<file path="src/rtl/zle_arb_pkg.sv">
// zle_arb_pkg
//   Shared definitions for the ZLE encoder arbiter: number of requester
//   streams, channel-index width and the arbiter state encoding.
package zle_arb_pkg;

  localparam int NUM_CH = 4;
  localparam int CH_W   = 2;

  typedef enum logic [1:0] {
    ST_IDLE  = 2'd0,
    ST_GRANT = 2'd1,
    ST_DRAIN = 2'd2,
    ST_RSVD  = 2'd3
  } state_t;

endpackage

</file>
<file path="src/rtl/zle_arb_pick.sv">
// rr_pick4
//   Combinational 4-way round-robin pick. Searches ptr+1, ptr+2, ptr+3, ptr
//   (modulo 4) and returns the first requesting channel.
//   Ports:
//     req     [3:0]  request vector
//     ptr     [1:0]  last served channel (lowest priority this round)
//     gnt_ch  [1:0]  selected channel; only meaningful when any_req=1
//     any_req        at least one request present
module rr_pick4
  import zle_arb_pkg::*;
(
  input  logic [3:0]      req,
  input  logic [CH_W-1:0] ptr,
  output logic [CH_W-1:0] gnt_ch,
  output logic            any_req
);

  // Walk the search order backwards so the earliest candidate overwrites
  // any later one and ends up as the result.
  always_comb begin
    gnt_ch  = ptr;
    any_req = |req;
    for (int i = 4; i >= 1; i--) begin
      if (req[ptr + CH_W'(i)]) begin
        gnt_ch = ptr + CH_W'(i);
      end
    end
  end

endmodule

</file>
<file path="src/rtl/zle_arb.sv">
// zle_arb
//   Round-robin arbiter that hands a single shared ZLE encoder to one of four
//   token streams for a whole block at a time. A block ends with a token
//   carrying in_last; the arbiter then waits for the encoder to report idle
//   before re-arbitrating, so encoder run state never mixes two streams.
//   Ports:
//     clock, reset        clock (rising edge), async active-low reset
//     in_v/in_b/in_d      per-stream token valid / stall / data (stream k at [k*W +: W])
//     in_last             per-stream end-of-block marker
//     ch_en               per-stream enable mask, consulted only when selecting
//     e_v/e_b/e_d         token stream to the encoder
//     e_idle              encoder back in its start state with nothing pending
//     grant_ch            current or most recent granted channel
//     stateo              arbiter state
//
//   state | meaning
//   ------+-------------------------------------------------------------
//   IDLE  | no owner; pick next requester, grant takes effect next cycle
//   GRANT | grant_ch owns the encoder; tokens pass combinationally
//   DRAIN | block finished; all streams stalled until encoder is idle
//   RSVD  | unused code, recovers to IDLE
module zle_arb
  import zle_arb_pkg::*;
#(
  parameter int W = 8,
  parameter int N = NUM_CH   // structure is built for exactly four streams
) (
  input  logic             clock,
  input  logic             reset,
  input  logic [N-1:0]     in_v,
  output logic [N-1:0]     in_b,
  input  logic [N*W-1:0]   in_d,
  input  logic [N-1:0]     in_last,
  input  logic [N-1:0]     ch_en,
  output logic             e_v,
  input  logic             e_b,
  output logic [W-1:0]     e_d,
  input  logic             e_idle,
  output logic [CH_W-1:0]  grant_ch,
  output logic [1:0]       stateo
);

  state_t          state_q, state_d;
  logic [CH_W-1:0] ptr_q, ptr_d;
  logic [CH_W-1:0] grant_q, grant_d;

  logic [N-1:0]    req;
  logic [CH_W-1:0] pick_ch;
  logic            any_req;
  logic [W-1:0]    d_arr [N];

  for (genvar k = 0; k < N; k++) begin : g_unpack
    assign d_arr[k] = in_d[k*W +: W];
  end

  assign req = in_v & ch_en;

  rr_pick4 u_pick (
    .req     (req),
    .ptr     (ptr_q),
    .gnt_ch  (pick_ch),
    .any_req (any_req)
  );

  // ptr resets to 3 so channel 0 is searched first after reset.
  always_ff @(posedge clock or negedge reset) begin
    if (!reset) begin
      state_q <= ST_IDLE;
      ptr_q   <= CH_W'(3);
      grant_q <= '0;
    end else begin
      state_q <= state_d;
      ptr_q   <= ptr_d;
      grant_q <= grant_d;
    end
  end

  always_comb begin
    state_d = state_q;
    ptr_d   = ptr_q;
    grant_d = grant_q;
    e_v     = 1'b0;
    e_d     = '0;
    in_b    = '1;

    case (state_q)
      ST_IDLE: begin
        if (any_req) begin
          grant_d = pick_ch;
          state_d = ST_GRANT;
        end
      end

      ST_GRANT: begin
        e_v           = in_v[grant_q];
        e_d           = d_arr[grant_q];
        in_b[grant_q] = e_b;
        if (in_v[grant_q] && !e_b && in_last[grant_q]) begin
          state_d = ST_DRAIN;
        end
      end

      ST_DRAIN: begin
        // The round-robin pointer only advances once the block is fully
        // flushed out of the encoder.
        if (e_idle) begin
          ptr_d   = grant_q;
          state_d = ST_IDLE;
        end
      end

      default: begin
        state_d = ST_IDLE;
      end
    endcase
  end

  assign grant_ch = grant_q;
  assign stateo   = state_q;

endmodule

</file>
<file path="config.mk">
export PLATFORM = sky130hd
export DESIGN_NAME = zle_arb
export DESIGN_NICKNAME = d
export VERILOG_FILES = /design/src/rtl/zle_arb_pkg.sv /design/src/rtl/zle_arb_pick.sv /design/src/rtl/zle_arb.sv
export SDC_FILE = /design/constraint.sdc
export NUM_CORES = 1
export LEC_CHECK = 0
export CAP_MARGIN = 0
export CELL_PAD_IN_SITES_DETAIL_PLACEMENT = 1
export CELL_PAD_IN_SITES_GLOBAL_PLACEMENT = 2
export CORE_MARGIN = 4
export CORE_UTILIZATION = 35
export CTS_BUF_LIST = sky130_fd_sc_hd__clkbuf_8
export CTS_CLUSTER_DIAMETER = 60
export CTS_CLUSTER_SIZE = 24
export DETAILED_ROUTE_END_ITERATION = 10
export DONT_BUFFER_PORTS = 1
export PLACE_DENSITY = 0.82
export SLEW_MARGIN = 5
export SYNTH_ARGS = -nofsm -noshare
export SYNTH_HDL_FRONTEND = slang
export SYNTH_HIERARCHICAL = 1
export SYNTH_SLANG_ARGS = --single-unit
</file>
<file path="constraint.sdc">
create_clock -name clock -period 3.4 [get_ports clock]
set_input_delay 0.68 -clock clock [delete_from_list [all_inputs] [get_ports clock]]
set_output_delay 0.68 -clock clock [all_outputs]
set_load 0.02 [all_outputs]
</file>
## Word level (Yosys, flattened, before mapping)

Index checks and enable logic that the tools add are counted.
Widths: inputs -> output; s select.

| word-level totals | value |
|---|---|
| input port bits | 48 |
| output and inout port bits | 17 |
| bits in registers | 6 |
| word-level logic and storage cells | 55 |

| operators by class | value |
|---|---|
| equal/unequal tests | 5 |
| reduce and logical (&&, ||, !) cells | 9 |
| mux-type cells | 25 |
| order comparisons | 6 |
| add/sub/neg operators | 3 |
| bitwise operators | 4 |

Operators by type and width:

| kind | count |
|---|---|
| $mux 8 | 3 |
| $bmux 8 s2 | 1 |
| $lt 2x3->1 const B | 4 |
| $mux 2 | 6 |
| $bmux 1 s2 | 5 |
| $mux 1 | 7 |
| $ne 2x2->1 const B | 3 |
| $pmux 2 s3 | 1 |
| $add 2x2->2 const B | 2 |
| $and 4x4->4 | 1 |
| $mux 4 | 1 |
| $not 4->4 | 1 |
| $or 4x4->4 | 1 |
| $reduce_and 2->1 | 2 |
| $reduce_or 4->1 | 1 |
| $ge 3x3->1 const B | 1 |
| $logic_and 1x1->1 | 3 |
| $not 2->3 | 1 |
| $reduce_and 3->1 | 1 |
| $add 2x1->2 const B | 1 |
| $demux 1 s2 | 1 |
| $eq 2x1->1 const B | 1 |
| $eq 2x2->1 const B | 1 |
| $ge 2x1->1 const B | 1 |
| other kinds (2) | 2 |

## Logic depth before layout (Yosys ltp)

| depth | value |
|---|---|
| depth in word-level cells | 7 |
| depth in mapped cells | 5 |
| mapped depth without buffers | 5 |

## Hierarchy

Netlist, hierarchy kept.

By module, submodules not included:

| module | area an instance (sq um) | cells each | seq. area each (sq um) | times used |
|---|---|---|---|---|
| zle_arb | 664.4 | 54 | 152.6 | 1 |
| rr_pick4 | 82.6 | 14 | 0.0 | 1 |

## Least setup slack after synthesis

No wires, ideal clock.

| timing | value |
|---|---|
| path type | flip-flop to output port |
| start | register grant_q[0] (netlist: grant_ch[0]) |
| end | output port e_d[0] |
| required time | 2.720 ns |
| stages on the path, launching flop included | 5 |
| buffers on the path | 2 |
| arrival | 1.458 ns |
| slack | 1.262 ns |
| cells stage by stage | dfrtp_1 -> buf_6 -> buf_8 -> mux4_1 -> nor2b_1 |

| on the way | value |
|---|---|
| word-level cells in the longest chain between the ends | 5 |

Ends and longest elaborated chain:

| element | RTL line | RTL |
|---|---|---|
| start: declaration | zle_arb.sv:45 | `logic [CH_W-1:0] grant_q, grant_d;` |
| start signal: assignment | zle_arb.sv:74 | `grant_q <= grant_d;` |
| $not 2->3 (not written as such) | zle_arb.sv:96 | `e_d = d_arr[grant_q];` |
| $bmux 8 s2 | zle_arb.sv:96 |  |
| $mux 8 (not written as such) (2 in a row) | zle_arb.sv:96 |  |
| $mux 8 | zle_arb.sv:86 | `case (state_q)` |
| end: declaration | zle_arb.sv:37 | `output logic [W-1:0] e_d,` |

Every way passes these cells. The select of a mux whose other input is x is not followed.

## Worst setup path after layout

| timing | value |
|---|---|
| start | register grant_q[0] (netlist: grant_ch[0]) |
| end | output port e_d[7] |

The elaborated chain is that of the path after synthesis.

==> results.md <==
* Worst path required time at 2.72 ns
* ANT nets after route at 0
* Share of the yosys chip area belonging to registers at 20.4%
* Detailed Place HPWL at 1720 um
* Mapped Area at 747 um^2
* TNS Setup at 0 ns
* Placer congestion estimate at 0.723
* Final setup fails at 0
* Pin count of the biggest net entering global routing at 18
* Max-cap check violation count at 0
* Slowest cell on crit path: dfrtp_1
* Setup CP Type: reg -> out
* End of the critical path: e_d[7]
* Flops & latches, synth at 6
* RSZ-0062 raised after global routing: no
* Max rail drop VDD at 0.289 mV
* Vias per cell at 6.22
* Final Critical Period at 2.53 ns
* Num rows at 16
* Routed wire length at 2040 um
* H-tree depth at 1
* Slew Limit Fails at 0
* DIE AREA at 2940 um^2
* NumNets Final at 117
* Crit path largest cell delay at 0.75 ns
* Post-cts resize count at 0
* Routed WL per cell at 21.7 um
* DR DRC count at 0
* Most frequent cell after synthesis: nor2b_1
* CP top delay family: flip-flops
* FFs w/ async S/R, synth at 100%
* Launch point of the worst reg-to-reg path: grant_ch[0]$_DFFE_PN0P_
* Inserted Clock Buffers at 3
* Run status: finished clean
* R2r setup slk at 1.67 ns
* Initial core utilization at 37.3%
* Crit path buf inv count at 0
* Main synth FF type: dfrtp_1
* Achievable Freq at 395 MHz
* Vias in the first global route at 588
* Layout cell share with drive strength beyond 1 at 20.9%
* Diode count at 0
* Critical path cell sequence: mux4_1 -> nor2b_1
* Initial DRC Count at 6
* First-pass GRT wire length at 2760 um
* Crit path from: grant_ch[0]$_DFFE_PN0P_
* DR pass1 iterations at 4
* Core area at 2000 um^2
* Area leader, netlist: mux4_1
* Leading cell types by count after synthesis: 11 x nor2b_1, 7 x mux4_1
* Top-area cell type share of the netlist area at 24.6%
* Via count at 585
* Clock skew at 0.00392 ns
* Final hold vios at 0
* HP Class: in -> async
* Post-DP Area at 749 um^2
* Crit share post-route at 74.4%
* Number of enable flip-flop cells after synthesis at 0
* Clk pin slew, worst setup/hold paths at 0.04 ns
* Post-Synthesis Net Count at 116
* Post-synth cell types at 27
* Fin area at 791 um^2
* Worst endpoint data arrival time at 1.85 ns
* Die span in y at 54.2 um
* Skew-Pair Late Insertion Delay at 0.22 ns
* Filler cells at 227
* All-layer global routing usage at 13.5%
* Leakage at 0.290 nW
* Clock Tree Buf Depth at 2
* Slew @ Worst Pin at 0.684 ns
* Layout area overhead at 5.86%
* Crit Path Max Fanout at 16
* Mean post-synth cell area at 11.0 um^2
* CTS tree: yes
* Setup bufs post-CTS at 0
* YS warnings at 6
* IO Count at 65
* Crit. End Element: output port
* Synth area leaders: mux4_1 25%, dfrtp_1 13%, nor2b_1 9.2%
* Reg2Reg Depth at 2
* Hold-fix buffers, CTS at 0
* Synth Instances at 68
* Clk root buf: clkbuf_8
* CTS sink cnt at 6
* Critical Path Source Type: flop
* Die X at 54.2 um
* Slew Limit Headroom at 54.4%
* Stages on worst setup path at 2
* Pwr per Cell Area at 948 nW/um^2
* Port buffer count at 0
* Gr ovfl total at 0
* Antenna violations before repair at 0
* R2R Path End: stateo[0]$_DFFE_PN0P_
-- power by group --
| group | internal, mW | total, mW | switching, mW |
|---|---|---|---|
| Clock | 0.0761 | 0.108 | 0.0316 |
| Combinational | 0.198 | 0.421 | 0.223 |
| Sequential | 0.108 | 0.221 | 0.113 |
-- cells by family (layout without fill, tap and decap cells) --
family          count (synthesis)  in the layout  synth area share [%]
mux                            15             15                  41.0
compound gates                  7              7                  7.04
simple gates                   32             32                  24.8
flops                           6              6                  20.4
buf+inv                         8              7                  6.70
-- registers in the layout, summed over array words and instances (netlist names) --
signal    count
stateo        2
ptr_q         2
grant_ch      2
-- worst reg2reg max path, stage by stage (launching register included) --
cell and delay, ns:
dfrtp_1 0.75, mux4_2 0.62, a311oi_2 0.27
-- worst min path at each step --
| stage | start | slack (ns) | to | depth (start not counted) |
|---|---|---|---|---|
| 2_1_floorplan | reset | 0.38 | grant_ch[0]$_DFFE_PN0P_ | 0 |
| 3_3_place_gp | reset | 0.38 | stateo[1]$_DFFE_PN0P_ | 0 |
| 3_5_place_dp | reset | 0.38 | stateo[1]$_DFFE_PN0P_ | 0 |
| 4_1_cts | reset | 0.14 | stateo[0]$_DFFE_PN0P_ | 0 |
| 5_1_grt | reset | 0.14 | stateo[0]$_DFFE_PN0P_ | 0 |
| 6_report | reset | 0.15 | stateo[0]$_DFFE_PN0P_ | 0 |
-- cell usage in the layout, fill, tap and decap left out, drive strengths merged, types with 3 or more instances in the layout --
cell	netlist	final
mux2	4	4
dfrtp	4	4
nor2	4	4
and2	4	4
inv	3	3
nor2b	11	11
nand2b	3	3
clkbuf	2	3
mux4	10	10
-- through the flow --
step	setup slack (ns)	utilization, %	cells	total power, mW	hold slack [ns]
2_1_floorplan	1.26	-	68	0.617	0.384
3_3_place_gp	1.17	37.4	91	0.635	0.385
3_5_place_dp	1.11	37.4	91	0.649	0.385
4_1_cts	0.874	39.5	94	0.759	0.145
5_1_grt	0.789	39.5	94	0.803	0.142
6_report	0.869	39.5	94	0.749	0.150
-- routing by layer --
metal	wire length, um	global-route usage [%]
met1	720	16.6
met2	1150	22.1
met3	137	2.49
met4	34	7.47
met5	0	0
-- layout make-up --
type	instances	area, um^2	area share [%]
timing repair buffer	1	7.51	0.949
sequential	6	153	19.3
multi-input combinational	54	544	68.8
tap	27	33.8	4.27
clock buffer	3	41.3	5.22
inverter	3	11.3	1.42
Power figures use the tool's default switching activity.
